**src/rtl/key_repeat.sv**
```systemverilog
// Per-key press-event generator with delayed auto-shift and auto-repeat.
// Sits after the debouncers; emits one-cycle registered key events.
module key_repeat #(
  parameter int                N_KEYS      = 4,
  parameter int                DAS_CYC     = 20_000_000,
  parameter int                ARR_CYC     = 5_000_000,
  parameter logic [N_KEYS-1:0] REPEAT_MASK = 4'b0111
) (
  input  logic                                    clk,
  input  logic                                    rst_n,
  input  logic [N_KEYS-1:0]                       key_enabled,
  output logic [N_KEYS-1:0]                       key_pulse,
  output logic                                    key_valid,
  output logic [((N_KEYS > 1) ? $clog2(N_KEYS) : 1)-1:0] key_code
);

  localparam int CW    = (N_KEYS > 1) ? $clog2(N_KEYS) : 1;
  localparam int MAXC  = (DAS_CYC > ARR_CYC) ? DAS_CYC : ARR_CYC;
  localparam int CNT_W = $clog2(MAXC);

  localparam logic [CNT_W-1:0] DAS_LAST = CNT_W'(DAS_CYC - 1);
  localparam logic [CNT_W-1:0] ARR_LAST = CNT_W'(ARR_CYC - 1);
  localparam logic [CNT_W-1:0] CNT_ONE  = CNT_W'(1);

  typedef enum logic [1:0] {
    IDLE   = 2'd0,
    DELAY  = 2'd1,
    REPEAT = 2'd2,
    HELD   = 2'd3
  } state_t;

  state_t           state_r     [N_KEYS];
  state_t           state_nxt_s [N_KEYS];
  logic [CNT_W-1:0] cnt_r       [N_KEYS];
  logic [CNT_W-1:0] cnt_nxt_s   [N_KEYS];

  logic [N_KEYS-1:0] key_q_r;
  logic [N_KEYS-1:0] rise_s;
  logic [N_KEYS-1:0] pulse_nxt_s;
  logic [N_KEYS-1:0] pulse_r;
  logic              valid_r;
  logic [CW-1:0]     code_r;
  logic [CW-1:0]     code_nxt_s;

  assign rise_s = key_enabled & ~key_q_r;

  // Per-key FSM next state, counter update and event generation
  always_comb begin
    for (int i = 0; i < N_KEYS; i++) begin
      state_nxt_s[i] = state_r[i];
      cnt_nxt_s[i]   = cnt_r[i];
      pulse_nxt_s[i] = 1'b0;
      case (state_r[i])
        IDLE: begin
          if (rise_s[i]) begin
            pulse_nxt_s[i] = 1'b1;
            cnt_nxt_s[i]   = {CNT_W{1'b0}};
            state_nxt_s[i] = REPEAT_MASK[i] ? DELAY : HELD;
          end else begin
            state_nxt_s[i] = IDLE;
          end
        end
        DELAY: begin
          // Release takes priority over a repeat due on the same edge
          if (!key_enabled[i]) begin
            state_nxt_s[i] = IDLE;
            cnt_nxt_s[i]   = {CNT_W{1'b0}};
          end else if (cnt_r[i] == DAS_LAST) begin
            pulse_nxt_s[i] = 1'b1;
            cnt_nxt_s[i]   = {CNT_W{1'b0}};
            state_nxt_s[i] = REPEAT;
          end else begin
            cnt_nxt_s[i]   = cnt_r[i] + CNT_ONE;
          end
        end
        REPEAT: begin
          if (!key_enabled[i]) begin
            state_nxt_s[i] = IDLE;
            cnt_nxt_s[i]   = {CNT_W{1'b0}};
          end else if (cnt_r[i] == ARR_LAST) begin
            pulse_nxt_s[i] = 1'b1;
            cnt_nxt_s[i]   = {CNT_W{1'b0}};
          end else begin
            cnt_nxt_s[i]   = cnt_r[i] + CNT_ONE;
          end
        end
        HELD: begin
          if (!key_enabled[i]) begin
            state_nxt_s[i] = IDLE;
          end else begin
            state_nxt_s[i] = HELD;
          end
        end
        default: begin
          state_nxt_s[i] = IDLE;
          cnt_nxt_s[i]   = {CNT_W{1'b0}};
        end
      endcase
    end
  end

  // Lowest-numbered pulsing key wins the code
  always_comb begin
    code_nxt_s = {CW{1'b0}};
    for (int i = N_KEYS - 1; i >= 0; i--) begin
      if (pulse_nxt_s[i]) begin
        code_nxt_s = CW'(i);
      end else begin
        code_nxt_s = code_nxt_s;
      end
    end
  end

  // State, counters, input copy and registered outputs
  always_ff @(posedge clk) begin
    if (!rst_n) begin
      key_q_r <= {N_KEYS{1'b1}};
      pulse_r <= {N_KEYS{1'b0}};
      valid_r <= 1'b0;
      code_r  <= {CW{1'b0}};
      for (int i = 0; i < N_KEYS; i++) begin
        state_r[i] <= IDLE;
        cnt_r[i]   <= {CNT_W{1'b0}};
      end
    end else begin
      key_q_r <= key_enabled;
      pulse_r <= pulse_nxt_s;
      valid_r <= |pulse_nxt_s;
      code_r  <= code_nxt_s;
      for (int i = 0; i < N_KEYS; i++) begin
        state_r[i] <= state_nxt_s[i];
        cnt_r[i]   <= cnt_nxt_s[i];
      end
    end
  end

  assign key_pulse = pulse_r;
  assign key_valid = valid_r;
  assign key_code  = code_r;

endmodule

```
**config.mk**
```make
export PLATFORM = sky130hd
export DESIGN_NAME = key_repeat
export DESIGN_NICKNAME = d
export VERILOG_FILES = /design/src/rtl/key_repeat.sv
export SDC_FILE = /design/constraint.sdc
export NUM_CORES = 1
export LEC_CHECK = 0
export ABC_AREA = 0
export CORE_MARGIN = 1.5
export CORE_UTILIZATION = 30
export CTS_CLUSTER_SIZE = 10
export DETAILED_ROUTE_END_ITERATION = 12
export MAX_ROUTING_LAYER = met4
export PLACE_DENSITY = 0.46
export SYNTH_ARGS = -nofsm -noshare
export SYNTH_HDL_FRONTEND = slang
export SYNTH_SLANG_ARGS = --single-unit
```
**constraint.sdc**
```tcl
create_clock -name clk -period 3.86 [get_ports clk]
set_clock_uncertainty 0.15 [all_clocks]
set_input_delay 0.386 -clock clk [delete_from_list [all_inputs] [get_ports clk]]
set_output_delay 0.386 -clock clk [all_outputs]
set_load 0.01 [all_outputs]
```
==> summary.txt, run 1 <==
Num CTS Buffers: 17
Final Hold Viols: 0
Top Usage Layer GRT: met2
CTS H-tree depth: 4
Syn Area/Cell: 7.99 um^2
syn_nets: 867
EDFF count, synth: 0
commonest non-fill, non-tap cell in the layout: dfxtp_1
Filler cells: 2297
Clock Path Buffers: 2
Seq/Total Area, Yosys: 35.8%
Slew HR: 39.3%
leakage: 2.55 nW
# diodes: 0
Mapped Cells: 833
number of global-route vias before repair: 5585
Worst Path Buf+Inv: 0
grt met1 use: 19.8%
Starting Density: 30.5%
Synth Warn #: 0
Die Height: 152 um
initial drt markers: 325
GRT Util Overall: 15.0%
worst skew pair latency: 420 ps
row count: 54
fin. max-slew vios: 0
RSZ-0062 raised after global routing: no
First-pass DRT Iterations: 4
maximum VDD drop: 249 uV
commonest cells after routing, fill and taps aside: 119 x dfxtp_1, 97 x nor2_1, 95 x nand2_1, 55 x nand3_1
DR DRC count: 0
Die Area: 23100 um^2
met3 usage: 3.08%
post-CTS setup buffer count: 0
met2 usage: 22.9%
CP peak stage delay: 660 ps
PD cells: 394 nW/um^2
crit path launch type: flip-flop
share of layout cells above drive strength 1: 7.08%
critical path peak fanout: 17
TNS Setup: 0 ps
initial antenna violation count: 0
Core Region: 21800 um^2
clock-pin slew on the worst setup and hold paths: 60 ps
post-route minimum period: 3040 ps
WP data arrival: 3160 ps
Slowest cell on crit path: o21ai_2
Syn-to-layout area delta: 16.1%
DRT Wirelength: 16300 um
first-pass GRT wire length: 28100 um
Resized Gates After CTS: 0
Die Wd: 152 um
max_cap viols: 0
element type at the critical path end: flip-flop
Sink Count: 119
placed instance count: 1110
Final #Nets: 883
Port Buffers: 12
top-area cell type share of the netlist area: 35.8%
cts hold-fix bufs: 0
FF+latch count, synth: 119
Crit Path Category: flip-flop to flip-flop
ys flop type: dfxtp_1
Async SR Flop Fraction: 0%
Synth area leader: dfxtp_1
synth unique cells: 63
Synth area leaders: dfxtp_1 36%, nor2_1 5.5%, nand2_1 5.4%
via count: 5913
Vias/cell: 5.18
status: complete, no violations
post-synthesis cell area: 6660 um^2
CTS root buf: clkbuf_16
Final Hold Slack: 256 ps
WP data required: 3980 ps
GRT overflow: 0
Post-DRT Antenna Nets: 0
Tcrit/Tclk final: 78.8%
register area: 2380 um^2
fmax: 329 MHz
Final setup viols: 0
CTS tree: built
CP Cell Sequence: ha_1 -> nand3_1 -> or4_1 -> o21ai_0 -> a21oi_1 -> o21ai_2 -> o22ai_1
Min-Delay Path Class: input port to flip-flop
footprint of the multi-input gates: 4060 um^2
Worst-Margin Slew: 904 ps
routed length per instance: 14.3 um
GPL Wtd Cong: 0.786
cell family with most CP delay: compound AO/OA/AOI/OAI gates
Finished Layout Cells: 1141
largest net degree at the start of global routing: 41
io pins: 13
Post-DP HPWL: 11200 um
## cells in the mapped netlist (all sizes together), types with 5 or more instances
cell	n
a211oi	5
a21o	6
a21oi	35
a22oi	9
a311oi	5
a31oi	13
and2	8
and3	14
and4	5
clkbuf	22
dfxtp	119
ha	28
inv	31
mux2i	7
nand2	96
nand2b	11
nand3	55
nand3b	6
nand4	33
nand4b	9
nor2	97
nor2b	10
nor3	22
nor3b	9
nor4	17
nor4b	5
nor4bb	15
o211ai	6
o21ai	34
or2	5
or3	6
or4	6
xnor2	21
xor2	26
## area by class of cell
| cell class | count | share of cell area [%] |
|---|---|---|
| multi-input cells | 657 | 52.5 |
| flip-flops and latches | 119 | 30.8 |
| clock buffers | 21 | 6.21 |
| well taps | 280 | 4.53 |
| repair buffers | 23 | 2.56 |
| clock inverters | 10 | 1.84 |
| inverters | 31 | 1.50 |
## cells by family after synthesis
kind of cell	count (synthesis)	share of synthesized area, %
XOR/XNOR	47	6.18
multiplexers	9	1.39
AND/OR/NAND/NOR	435	34.5
flip-flops	119	35.8
buffers and inverters	57	3.25
adder cells (fa/ha/maj)	28	5.26
AO/OA/AOI/OAI	138	13.6
## final timing paths
path,endpoint,slack [ps],startpoint,depth (start not counted)
worst max-delay path,cnt_r[2][15],820,cnt_r[2][0],7
worst max register to register,cnt_r[2][15],820,cnt_r[2][0],7
worst min register to register,cnt_r[0][1],330,cnt_r[0][1],2
worst min-delay path,cnt_r[2][6],260,rst_n,3
## report_power, final
group | internal [mW] | switching [mW]
registers | 1.24 | 0.00605
logic | 0.0405 | 0.0824
clock network | 1.08 | 0.601
total | 2.36 | 0.690
## per-layer routing
| metal | vias to the layer above | wire [um] |
|---|---|---|
| li1 | 3043 | - |
| met1 | 2791 | 8530 |
| met3 | 17 | 370 |
| met2 | 62 | 7250 |
| met5 | - | 0 |
| met4 | 0 | 189 |
## worst reg2reg max path: stages (launching register included)
cell	delay, ps
dfxtp_1	390
ha_1	210
nand3_1	210
or4_1	580
o21ai_0	250
a21oi_1	310
o21ai_2	660
o22ai_1	130
## through the flow
| stage | instance area (um^2) | util (%) | setup slack (ps) | power, mW |
|---|---|---|---|---|
| finish | 7730 | 35.4 | 820 | 3.05 |
| global route | 7730 | 35.4 | 511 | 3.17 |
| CTS | 7730 | 35.4 | 771 | 3.09 |
| detailed placement | 7110 | 32.6 | 796 | 1.39 |
| global placement | 7110 | 32.6 | 876 | 1.39 |
| floorplan | 6660 | - | 1300 | 1.35 |
## flip-flops by register name, summed over array words and instances (netlist names)
name	flops
cnt_r	100
key_code	2
key_pulse	4
key_q_r	4
key_valid	1
state_r	8
Power figures use the tool's default switching activity.
==> run 2, diff against run 1 <==
==> constraint.sdc (replaced) <==
create_clock -name clk -period 2.9 [get_ports clk]
set_clock_uncertainty 0.15 [all_clocks]
set_input_delay 0.29 -clock clk [delete_from_list [all_inputs] [get_ports clk]]
set_output_delay 0.29 -clock clk [all_outputs]
set_load 0.01 [all_outputs]
==> summary.txt, run 2 (synthesized netlist as in run 1, its figures left out) <==
max_cap viols: 0 (unchanged)
RR Startpoint: cnt_r[1][0]
GPL Wtd Cong: 0.789 (+0.33%)
cts hold-fix bufs: 0 (unchanged)
fin. max-slew vios: 0 (unchanged)
number of global-route vias before repair: 5725 (+2.5%)
maximum VDD drop: 327 uV (+31%)
Slew HR: 50.3% (+11 points)
CTS root buf: clkbuf_16
crit path launch type: flip-flop
Final Hold Slack: 73.7 ps (-183 ps)
First-pass DRT Iterations: 4 (unchanged)
RSZ-0062 raised after global routing: no
Crit Path Category: flip-flop to flip-flop
Tcrit/Tclk final: 93.3% (+15 points)
initial antenna violation count: 0 (unchanged)
status: complete, no violations
share of layout cells above drive strength 1: 8.65% (+1.6 points)
clock-pin slew on the worst setup and hold paths: 50 ps (about the same)
DR DRC count: 0 (unchanged)
Min-Delay Path Class: input port to flip-flop
row count: 54 (unchanged)
worst skew pair latency: 420 ps (about the same)
CTS tree: built
commonest non-fill, non-tap cell in the layout: dfxtp_1
first-pass GRT wire length: 28700 um (+2.0%)
DRT Wirelength: 16500 um (+0.89%)
GRT Util Overall: 15.4% (+0.43 points)
Post-DP HPWL: 11700 um (+4.6%)
Die Height: 152 um (unchanged)
largest net degree at the start of global routing: 31 (-24%)
Filler cells: 2270 (-1.2%)
post-route minimum period: 2700 ps (-336 ps)
Resized Gates After CTS: 0 (unchanged)
fin util: 36.2% (+0.73 points)
GRT overflow: 0 (unchanged)
Sink Count: 119 (unchanged)
setup slack at placement: 170 ps (-626 ps)
Final #Nets: 901 (+2.0%)
WP data arrival: 2850 ps (-310 ps)
Die Area: 23100 um^2 (unchanged)
Port Buffers: 12 (unchanged)
Worst-Margin Slew: 743 ps (-161 ps)
Core Region: 21800 um^2 (unchanged)
PD cells: 529 nW/um^2 (+34%)
critical path peak fanout: 4 (-13)
post-CTS setup buffer count: 0 (unchanged)
Final setup viols: 0 (unchanged)
Final Hold Viols: 0 (unchanged)
Syn-to-layout area delta: 18.5%
Starting Density: 30.5% (unchanged)
Num CTS Buffers: 17 (unchanged)
CP startpoint: cnt_r[1][0]
element type at the critical path end: flip-flop
Largest regs: cnt_r: 100 flops, state_r: 8 flops
Largest Register: cnt_r
via count: 5914 (+0.017%)
Clock Path Buffers: 2 (unchanged)
register area: 2380 um^2 (unchanged)
hold wc startpoint: rst_n
TNS Setup: 0 ps (unchanged)
Vias/cell: 5.10 (-1.5%)
initial drt markers: 327 (+0.62%)
leakage: 2.67 nW (+4.5%)
footprint of the multi-input gates: 4060 um^2 (unchanged)
io pins: 13 (unchanged)
Final WS setup: 195 ps (-624 ps)
routed length per instance: 14.2 um (-0.68%)
CTS H-tree depth: 4 (unchanged)
Die Wd: 152 um (unchanged)
commonest cells after routing, fill and taps aside: 119 x dfxtp_1, 97 x nor2_1, 95 x nand2_1, 55 x nand3_1
fmax: 370 MHz (+12%)
WP data required: 3040 ps (-940 ps)
# diodes: 0 (unchanged)
max reg flops: 100 (unchanged)
Post-DRT Antenna Nets: 0 (unchanged)
Total Power: 4.17 mW (+37%)
==> run 2: cell types whose count changed in the layout (fill, tap and decap cells not counted), sizes merged <==
cell and change:
clkbuf +2, clkinv +2, buf +18, inv -2
bufinv +2, clkinvlp -4
==> run 2: cell type report <==
cell class                      instances  share of cell area [%]
Multi-Input combinational cell        657                    51.5
Clock inverter                          8                    2.14
Inverter                               31                    1.47
Sequential cell                       119                    30.2
Tap cell                              280                    4.44
Timing Repair Buffer                   41                    4.22
Clock buffer                           23                    6.06
==> run 2: worst max-delay path, stage by stage (launching register included) <==
cell and delay (ps):
dfxtp_1 380, ha_1 210, nand3_1 150, or4_1 560, or4_1 550, or2_2 300
a31oi_1 190, mux2i_1 90
==> run 2: where the power goes <==
group          internal, mW  switching, mW
Combinational        0.0586          0.109
Clock                  1.59          0.762
Sequential             1.65        0.00792
Total                  3.29          0.879
==> run 2: path summary, 6_finish.rpt <==
path	endpoint	slack [ps]	cells after the start
setup / recovery	cnt_r[1][24]	200	7
hold / removal	key_q_r[0]	70	2
setup reg to reg	cnt_r[1][24]	200	7
hold reg to reg	cnt_r[0][1]	320	2
==> run 2: per-layer routing <==
metal / GRT usage, % / vias up / wire length (um)
li1: - / 3078 / -
met1: 20.2 / 2748 / 8480
met2: 23.6 / 79 / 7370
met3: 3.05 / 9 / 471
met4: 5.27 / 0 / 165
met5: - / - / 0
==> run 2: per-stage QoR <==
step,cell area (um^2),std cells
global route,7890,1159
global placement,7240,1128
finish,7890,1159
floorplan,6660,833
CTS,7890,1159
detailed placement,7240,1128
==> run 3, diff against run 2 <==
--- a/config.mk
+++ b/config.mk
@@ -7,11 +7,11 @@
 export LEC_CHECK = 0
 export ABC_AREA = 0
 export CORE_MARGIN = 1.5
-export CORE_UTILIZATION = 30
+export CORE_UTILIZATION = 32
 export CTS_CLUSTER_SIZE = 10
 export DETAILED_ROUTE_END_ITERATION = 12
 export MAX_ROUTING_LAYER = met4
-export PLACE_DENSITY = 0.46
+export PLACE_DENSITY = 0.5
 export SYNTH_ARGS = -nofsm -noshare
 export SYNTH_HDL_FRONTEND = slang
 export SYNTH_SLANG_ARGS = --single-unit
==> constraint.sdc (replaced) <==
create_clock -name clk -period 2.3 [get_ports clk]
set_clock_uncertainty 0.15 [all_clocks]
set_input_delay 0.23 -clock clk [delete_from_list [all_inputs] [get_ports clk]]
set_output_delay 0.23 -clock clk [all_outputs]
set_load 0.01 [all_outputs]
==> summary.txt, run 3 (synthesized netlist as in run 1, its figures left out) <==
Core Region: 20300 um^2 (-7.0%)
Final Hold Slack: 19.5 ps (-54.2 ps)
Worst Path Buf+Inv: 0 (unchanged)
Min-Delay Path Class: input port to flip-flop
CTS tree: built
CP Cell Sequence: or4b_4 -> or4_4 -> o211ai_4 -> nand2_2 -> or4b_1 -> a21oi_2
GPL Wtd Cong: 0.811 (+2.9%)
max reg flops: 100 (unchanged)
largest net degree at the start of global routing: 29 (-6.5%)
leakage: 3.21 nW (+20%)
max_cap viols: 0 (unchanged)
Syn-to-layout area delta: 34.3%
commonest non-fill, non-tap cell in the layout: buf_4
cell family with most CP delay: simple AND/OR/NAND/NOR gates
Slowest cell on crit path: or4b_4
DR DRC count: 0 (unchanged)
maximum VDD drop: 387 uV (+18%)
footprint of the multi-input gates: 4320 um^2 (+6.3%)
CP peak stage delay: 520 ps (-40 ps)
crit path launch type: flip-flop
DRT Wirelength: 17600 um (+6.6%)
fmax: 414 MHz (+12%)
Starting Density: 32.8% (+2.3 points)
initial antenna violation count: 0 (unchanged)
Clock Path Buffers: 2 (unchanged)
post-route minimum period: 2420 ps (-289 ps)
clock-pin slew on the worst setup and hold paths: 60 ps (about the same)
first-pass GRT wire length: 29000 um (+1.2%)
row count: 52 (-3.7%)
Crit Path Category: flip-flop to flip-flop
Post-DRT Antenna Nets: 0 (unchanged)
critical path peak fanout: 4 (unchanged)
Combinational Power Share: 5.3% (+1.3 points)
Num CTS Buffers: 17 (unchanged)
Die Wd: 147 um (-3.1%)
Final WS setup: -116 ps (-311 ps)
Final setup viols: 22 (+22)
CTS H-tree depth: 4 (unchanged)
element type at the critical path end: flip-flop
First-pass DRT Iterations: 5 (+1)
CTS root buf: clkbuf_16
Final Hold Viols: 0 (unchanged)
GRT Util Overall: 16.9% (+1.5 points)
# diodes: 0 (unchanged)
Sink Count: 119 (unchanged)
RSZ-0062 raised after global routing: yes
Post-DP HPWL: 12400 um (+6.4%)
register area: 2390 um^2 (+0.42%)
Psw: 1.19 mW (+35%)
status: finished, violations left
via count: 6338 (+7.2%)
PD cells: 559 nW/um^2 (+5.8%)
Largest regs: cnt_r: 100 flops, state_r: 8 flops
clock power share: 53.1% (-3.2 points)
initial drt markers: 443 (+35%)
sequential power share: 41.6% (+2.0 points)
Vias/cell: 5.03 (-1.3%)
number of global-route vias before repair: 5905 (+3.1%)
setup slack at placement: -232 ps (-402 ps)
worst skew pair latency: 420 ps (about the same)
WP data arrival: 2620 ps (-230 ps)
Filler cells: 2051 (-9.6%)
fin util: 44.0% (+7.9 points)
share of layout cells above drive strength 1: 23.7% (+15 points)
Tcrit/Tclk final: 105% (+12 points)
fin. max-slew vios: 0 (unchanged)
Final #Nets: 1010 (+12%)
failing checks: negative setup slack
commonest cells after routing, fill and taps aside: 132 x buf_4, 111 x dfxtp_1, 96 x nor2_1, 94 x nand2_1, 51 x nand3_1
GRT overflow: 0 (unchanged)
WP data required: 2500 ps (-540 ps)
Largest Register: cnt_r
Worst-Margin Slew: 786 ps (+43.0 ps)
Slew HR: 47.4% (-2.9 points)
Die Height: 147 um (-3.1%)
routed length per instance: 14.0 um (-1.9%)
io pins: 13 (unchanged)
Sw Ratio: 23.8% (+2.7 points)
Die Area: 21700 um^2 (-6.1%)
Port Buffers: 12 (unchanged)
internal power: 3.81 mW (+16%)
[run 3: layer usage]
layer	track usage [%]	up-vias	share of wire [%]
li1	-	3298	-
met1	22.6	2966	52
met2	25.8	62	45
met3	3.20	12	2.3
met4	5.30	0	0.96
met5	-	-	0
[run 3: area by class of cell]
type | count | area share (%)
Multi-Input combinational cell | 657 | 48.3
Sequential cell | 119 | 26.8
Timing Repair Buffer | 150 | 13.2
Clock buffer | 18 | 4.91
Tap cell | 270 | 3.78
Clock inverter | 14 | 1.69
Inverter | 31 | 1.30
[run 3: power by group through the flow]
stage	registers, mW	logic, mW	clock network (mW)
6_report	2.08	0.263	2.66
5_1_grt	2.08	0.287	2.83
4_1_cts	2.08	0.248	2.73
3_5_place_dp	2.13	0.244	0
3_3_place_gp	2.13	0.244	0
2_1_floorplan	2.13	0.133	0
[run 3: repair_timing]
action | CTS | global route
setup endpoints to repair | 43 | 93
gates cloned | 0 | 1
resized for setup | 12 | 47
hold buffers | 0 | 0
setup buffers | 1 | 7
pin swaps | 1 | 12
[run 3: worst reg2reg max path, delay by kind of cell (launching register included)]
kind               cells  cell delay (ps)
AOI/OAI and AO/OA      2              350
DFF                    1              310
and+or+nand+nor        4             1540
[run 3: worst paths after layout]
kind	startpoint	end	slack (ps)	cells past startpoint
worst max-delay path	cnt_r[0][9]	state_r[0][1]	-120	6
worst max register to register	cnt_r[0][9]	state_r[0][1]	-120	6
worst min register to register	cnt_r[0][1]	cnt_r[0][1]	330	2
worst min-delay path	rst_n	cnt_r[3][1]	20	3
[run 3: metrics by stage]
stage	TNS (ps)	power, mW	std cells	cell area, um^2
after floorplan	-710	2.26	833	6690
after detailed placement	-2290	2.37	1218	8010
after global routing	-2030	5.20	1259	8940
final	-855	5.00	1259	8940
after global placement	-2250	2.37	1218	8010
after CTS	-829	5.06	1251	8660
